### src/rtl/writeback_stage.sv
// Final pipeline stage: MEM/WB register, write-back select, register-file
// write port, forwarding source and retired-instruction counter.
module writeback_stage #(
  parameter int W     = 16,
  parameter int N     = 3,
  parameter int CNT_W = 16
) (
  input  logic             clk,
  input  logic             rst,
  input  logic             in_valid,
  input  logic             stall,
  input  logic             flush,
  input  logic [2:0]       WB_signals_in,
  input  logic [N-1:0]     dst_in,
  input  logic [W-1:0]     alu_res_in,
  input  logic [W-1:0]     mem_data_in,
  input  logic [W-1:0]     imm_in,
  input  logic [W-1:0]     in_port,
  output logic             reg_write,
  output logic [N-1:0]     wa,
  output logic [W-1:0]     wd,
  output logic             fwd_valid,
  output logic [CNT_W-1:0] retire_count
);

  logic         wb_valid;
  logic         wb_rw;
  logic [1:0]   wb_sel;
  logic [N-1:0] wb_dst;
  logic [W-1:0] wb_alu;
  logic [W-1:0] wb_mem;
  logic [W-1:0] wb_imm;
  logic [W-1:0] wb_in;
  logic [CNT_W-1:0] retire_q;

  always_ff @(posedge clk or negedge rst) begin
    if (!rst) begin
      wb_valid <= 1'b0;
      wb_rw    <= 1'b0;
      wb_sel   <= '0;
      wb_dst   <= '0;
      wb_alu   <= '0;
      wb_mem   <= '0;
      wb_imm   <= '0;
      wb_in    <= '0;
      retire_q <= '0;
    end else begin
      if (flush) begin
        wb_valid <= 1'b0;
        wb_rw    <= 1'b0;
        wb_sel   <= '0;
        wb_dst   <= '0;
        wb_alu   <= '0;
        wb_mem   <= '0;
        wb_imm   <= '0;
        wb_in    <= '0;
      end else if (!stall) begin
        wb_valid <= in_valid;
        wb_rw    <= in_valid & WB_signals_in[2];
        wb_sel   <= WB_signals_in[1:0];
        wb_dst   <= dst_in;
        wb_alu   <= alu_res_in;
        wb_mem   <= mem_data_in;
        wb_imm   <= imm_in;
        wb_in    <= in_port;
      end
      // The outgoing instruction completes even when a flush bubbles the register.
      if (wb_valid && !stall)
        retire_q <= retire_q + 1'b1;
    end
  end

  always_comb begin
    wd = wb_alu;
    unique case (wb_sel)
      2'b00: wd = wb_alu;
      2'b01: wd = wb_mem;
      2'b10: wd = wb_in;
      2'b11: wd = wb_imm;
      default: wd = wb_alu;
    endcase
  end

  assign wa           = wb_dst;
  assign fwd_valid    = wb_valid & wb_rw;
  assign reg_write    = fwd_valid & ~stall;
  assign retire_count = retire_q;

endmodule

### config.mk
export PLATFORM = sky130hd
export DESIGN_NAME = writeback_stage
export DESIGN_NICKNAME = d
export VERILOG_FILES = /design/src/rtl/writeback_stage.sv
export SDC_FILE = /design/constraint.sdc
export NUM_CORES = 1
export LEC_CHECK = 0
export CELL_PAD_IN_SITES_DETAIL_PLACEMENT = 1
export CELL_PAD_IN_SITES_GLOBAL_PLACEMENT = 1
export CORE_ASPECT_RATIO = 1.4
export CORE_MARGIN = 2
export CORE_UTILIZATION = 38
export CTS_CLUSTER_DIAMETER = 200
export DETAILED_ROUTE_END_ITERATION = 8
export GPL_ROUTABILITY_DRIVEN = 0
export PLACE_DENSITY_LB_ADDON = 0.1
export SETUP_SLACK_MARGIN = 0.02
export SYNTH_ARGS = -nofsm -noshare
export SYNTH_HDL_FRONTEND = slang
export SYNTH_SLANG_ARGS = --single-unit
### constraint.sdc
create_clock -name clk -period 1.7 [get_ports clk]
set_input_delay 0.17 -clock clk [delete_from_list [all_inputs] [get_ports clk]]
set_output_delay 0.17 -clock clk [all_outputs]
set_load 0.01 [all_outputs]
## Word level (Yosys, flattened, before mapping)

Index checks and enable logic that the tools add are counted.

| word-level totals | value |
|---|---|
| register bits after elaboration | 87 |
| latch bits | 0 |
| memory bits (writable) | 0 |
| bits in read-only memories | 0 |
| input port bits | 75 |
| output and inout port bits | 37 |
| logic and storage cells | 38 |
| memories kept | 0 |

| operators by class | value |
|---|---|
| add/sub/neg operators | 1 |
| multiply operators | 0 |
| div/mod/pow operators | 0 |
| order comparisons | 0 |
| equal/unequal tests | 4 |
| shift-type cells | 0 |
| mux-type cells | 17 |
| bitwise operators | 4 |
| reductions and logical operators | 3 |

Operators by type and width:

| cell | number |
|---|---|
| $mux W16 | 8 |
| $pmux W16 S4 | 1 |
| $add A16 B1 Y16 const B | 1 |
| $mux W3 | 2 |
| $eq A2 B2 Y1 const B | 2 |
| $mux W1 | 4 |
| $mux W2 | 2 |
| $and A1 B1 Y1 | 3 |
| $eq A2 B1 Y1 const B | 1 |
| $logic_not A2 Y1 | 1 |
| $ne A2 B1 Y1 const B | 1 |
| $logic_and A1 B1 Y1 | 1 |
| $logic_not A1 Y1 | 1 |
| $not A1 Y1 | 1 |

## Depth between registers and ports, before layout

Gate-level depths: netlist of run 1.

| logic depth | value |
|---|---|
| word-level depth | 3 |
| gate-level depth with buffers | 5 |
| depth with buffers taken out | 5 |

## Worst setup path after synthesis of run 1

Ideal clock, no wire load.

| timing path | value |
|---|---|
| kind | register to output |
| from | register wb_sel[0] |
| to | output port wd[13] |
| arrival | 1.215 ns |
| data required time | 1.530 ns |
| path slack | 0.315 ns |
| cell stages (with the launch flop) | 4 |
| path buffers | 2 |
| cell sequence | dfrtp_1 buf_6 buf_6 mux4_1 |

| on the way | value |
|---|---|
| longest elaborated chain between the ends | 2 |
| elaborated cells on any way between the ends | 5 |
| those cells by class | eq/ne: 3; mux: 1; reduce/logical: 1 |

RTL lines:

| item | line | source |
|---|---|---|
| from (decl) | 28 | `logic [1:0] wb_sel;` |
| from (signal assigned) | 60 | `wb_sel <= WB_signals_in[1:0];` |
| $eq A2 B2 Y1 (tied with other cells) | 75 | `unique case (wb_sel)` |
| $pmux W16 S4 * | 75 |  |
| to (decl) | 21 | `output logic [W-1:0] wd,` |

Mark *: on every way between the ends. The rest lies on a longest branch, timed or not.

## Final worst setup path of run 1

| timing path | value |
|---|---|
| from | register wb_sel[0] |
| to | output port wd[9] |

The elaborated chain is that of the path after synthesis.

==> flow_summary.json, run 1 <==
{
  "die_h_um": 125,
  "clock-sinks": 87,
  "diodes": 0,
  "synth_warnings": 0,
  "antenna_found_initial": 0,
  "maxSlewViolCount": 0,
  "hold_viol_final": 0,
  "whs_ns": 0.252,
  "die-area_mm2": 0.0113,
  "ys.flop_type": "dfrtp_1",
  "finalCritPeriodShare_pct": 105,
  "arrival_ns": 1.61,
  "vias": 2807,
  "viasPerCell": 4.94,
  "setup_ws_ns": -0.0801,
  "p_clk_share_pct": 41.8,
  "ctsHtreeMaxLevel": 3,
  "yosysSeqAreaShare_pct": 54.7,
  "critical_path_class": "flop to output port",
  "setup_tns_ns": -0.740,
  "hold_path_class": "input pin to flop",
  "cts_buffers": 9,
  "die_width_um": 90.5,
  "comb_power_share_pct": 15.5,
  "startpoint_type": "flop",
  "switchingPower_uw": 1250,
  "grt_pass1_vias": 3111,
  "synth_top_area_share_pct": 54.7,
  "nets": 501,
  "dpl_cell_area_mm2": 0.00529,
  "sequentialPowerShare_pct": 42.7,
  "power.total_uw": 5430,
  "rows": 44,
  "postSynthCellCount": 310,
  "grtUsageTotal_pct": 18.7,
  "worstMarginPinSlew_ns": 0.538,
  "dr.pass1.iters": 4,
  "path_clk_slew_ns": 0.06,
  "wl_per_cell_um": 17.6,
  "io_buffers": 111,
  "p_leak_uw": 0.00266,
  "violations": "setup timing",
  "routed_wl_um": 10000,
  "synth_cell_types": 27,
  "yosysTopAreaCell": "dfrtp_1",
  "clock.fmax_mhz": 562,
  "ioPinCount": 112,
  "final.setup_skew_ns": 0.00370,
  "relSlewSlack_pct": 64.1,
  "synth_enable_flop_cells": 0,
  "grt_max_degree": 73,
  "internal-power_uw": 4180,
  "dpl.hpwl_um": 6850,
  "clk_path_buf_depth": 2,
  "synthesis.area_mm2": 0.00398,
  "drc_errors": 0,
  "required_ns": 1.53,
  "grt_pass1_wl_um": 16600,
  "swShare_pct": 23.0,
  "final_core_util_pct": 54.5,
  "cp-end-kind": "output port",
  "core_area_mm2": 0.0103,
  "clock_latency_ns": 0.34,
  "peakVddDrop_uv": 653,
  "synth_area_leaders": "dfrtp_1 (55%), mux2i_1 (18%), nor2_1 (7.1%)",
  "detail-route-antenna-nets": 0,
  "syn-num-nets": 386,
  "start_util_pct": 38.7,
  "overflow": 0,
  "cap_violations": 0,
  "status": "finished with violations",
  "area_growth_syn_to_layout_pct": 40.9,
  "ys_seq_elements": 87,
  "setup_viol": 16,
  "finalInstanceArea_mm2": 0.00561,
  "synth_area_per_cell_um2": 12.8,
  "synthArstFlopShare_pct": 100,
  "fin_crit_ns": 1.78,
  "rsz0062_at_grt": "true",
  "cts_tree": "done",
  "crit_fanout": 3,
  "root_buffer": "clkbuf_16",
  "drt_iter0_drc": 78,
  "powerDensity_mw_per_mm2": 967,
  "drive_above_1_share_pct": 15.6
}
-- synth_stat cells (all sizes together) (2+ instances only) --
library cell	n
and2	2
xor2	4
nand2	5
nand3	3
buf	11
nand4	6
dfrtp	87
nor2	75
mux4	16
clkbuf	9
mux2i	70
xnor2	11
-- critical path: stages (launching register included) --
cell and delay, ns:
dfrtp_2 0.42, buf_4 0.16, mux4_1 0.54, buf_2 0.16
-- area by class of cell --
cell class                      instances  area (µm²)
Clock buffer                           10         239
Clock inverter                          6         108
Fill cell                            1086        4680
Inverter                                1        3.75
Multi-Input combinational cell        202        1650
Sequential cell                        87        2180
Tap cell                              138         173
Timing Repair Buffer                  124        1260
-- logic make-up (layout without fill, tap and decap cells) --
| kind of cell | count (synthesis) | after routing | share of synthesized area, % |
|---|---|---|---|
| flip-flops | 87 | 87 | 54.7 |
| multiplexers | 87 | 87 | 27.9 |
| AND/OR/NAND/NOR | 98 | 98 | 10.6 |
| buffers and inverters | 21 | 141 | 3.11 |
| AO/OA/AOI/OAI | 1 | 1 | 0.126 |
| XOR/XNOR | 15 | 15 | 3.30 |
| adder cells (fa/ha/maj) | 1 | 1 | 0.314 |
-- registers in the layout (all words and copies together) (netlist names) --
name          cells
wb_imm           16
wb_valid          1
wa                3
wb_sel            2
retire_count     16
wb_rw             1
wb_mem           16
wb_alu           16
wb_in            16
-- placed cells by master (no fill, tap or decap) --
master,count
a21oi_1,1
and2_1,2
and2b_2,1
and3_1,1
and4b_1,1
buf_12,6
buf_2,8
buf_4,7
buf_6,9
buf_8,1
bufinv_16,3
clkbuf_16,9
clkbuf_8,1
clkdlybuf4s50_1,90
clkinv_2,2
clkinvlp_4,1
dfrtp_1,86
dfrtp_2,1
dlygate4sd2_1,1
dlygate4sd3_1,1
dlymetal6s2s_1,1
ha_1,1
inv_1,1
mux2_2,1
mux2i_1,70
mux4_1,1
mux4_2,15
nand2_1,5
nand3_1,3
nand3b_1,1
nand4_1,6
nor2_1,75
nor2b_1,1
nor3_2,1
or2_4,1
xnor2_1,11
xor2_1,4
-- worst paths after layout --
check | start | to | slack, ns | cells past startpoint
worst max-delay path | wb_sel[0] | wd[9] | -0.08 | 3
worst min-delay path | stall | retire_count[2] | 0.25 | 3
worst max register to register | retire_count[6] | retire_count[15] | 0.26 | 4
worst min register to register | retire_count[15] | retire_count[15] | 0.47 | 1
max in group asynchronous | rst | wb_mem[13] | 0.82 | 3
min in group asynchronous | rst | wa[2] | 0.27 | 2
-- per-stage QoR --
step           std cells  setup slack, ns
2_1_floorplan        310            0.315
5_1_grt              568           -0.126
4_1_cts              570           -0.117
6_report             568          -0.0801
3_3_place_gp         549           -0.106
3_5_place_dp         549           -0.143
-- what timing repair did --
item                       4_1_cts  5_1_grt
hold buffers                     1        0
pin swaps                        0        0
setup endpoints to repair       17       17
hold endpoints to repair        20        0
buffers inserted                 3        0
gates cloned                     1        0
resized for setup               85        7
-- layer usage --
layer	wire length (µm)	vias to the layer above	GRT usage, %
li1	-	1299	-
met1	4030	1436	22.2
met2	5390	61	33.4
met3	485	11	4.82
met4	118	0	4.89
met5	0	-	0
-- power by group through the flow --
stage          Combinational [µW]  Sequential (µW)  Clock (µW)
2_1_floorplan                 362             2340           0
3_3_place_gp                  829             2350           0
3_5_place_dp                  847             2350           0
4_1_cts                       865             2320        2340
5_1_grt                       917             2340        2420
6_report                      839             2320        2270
(Power assumes the default switching activity.)
==> inputs of run 2 (changes only) <==
--- a/config.mk
+++ b/config.mk
@@ -12,9 +12,9 @@
 export CORE_UTILIZATION = 38
 export CTS_CLUSTER_DIAMETER = 200
 export DETAILED_ROUTE_END_ITERATION = 8
-export GPL_ROUTABILITY_DRIVEN = 0
 export PLACE_DENSITY_LB_ADDON = 0.1
 export SETUP_SLACK_MARGIN = 0.02
+export SLEW_MARGIN = 0
 export SYNTH_ARGS = -nofsm -noshare
 export SYNTH_HDL_FRONTEND = slang
 export SYNTH_SLANG_ARGS = --single-unit
==> results of run 2 <==
The final DEF is identical to that of run 1; final timing and power are the same.
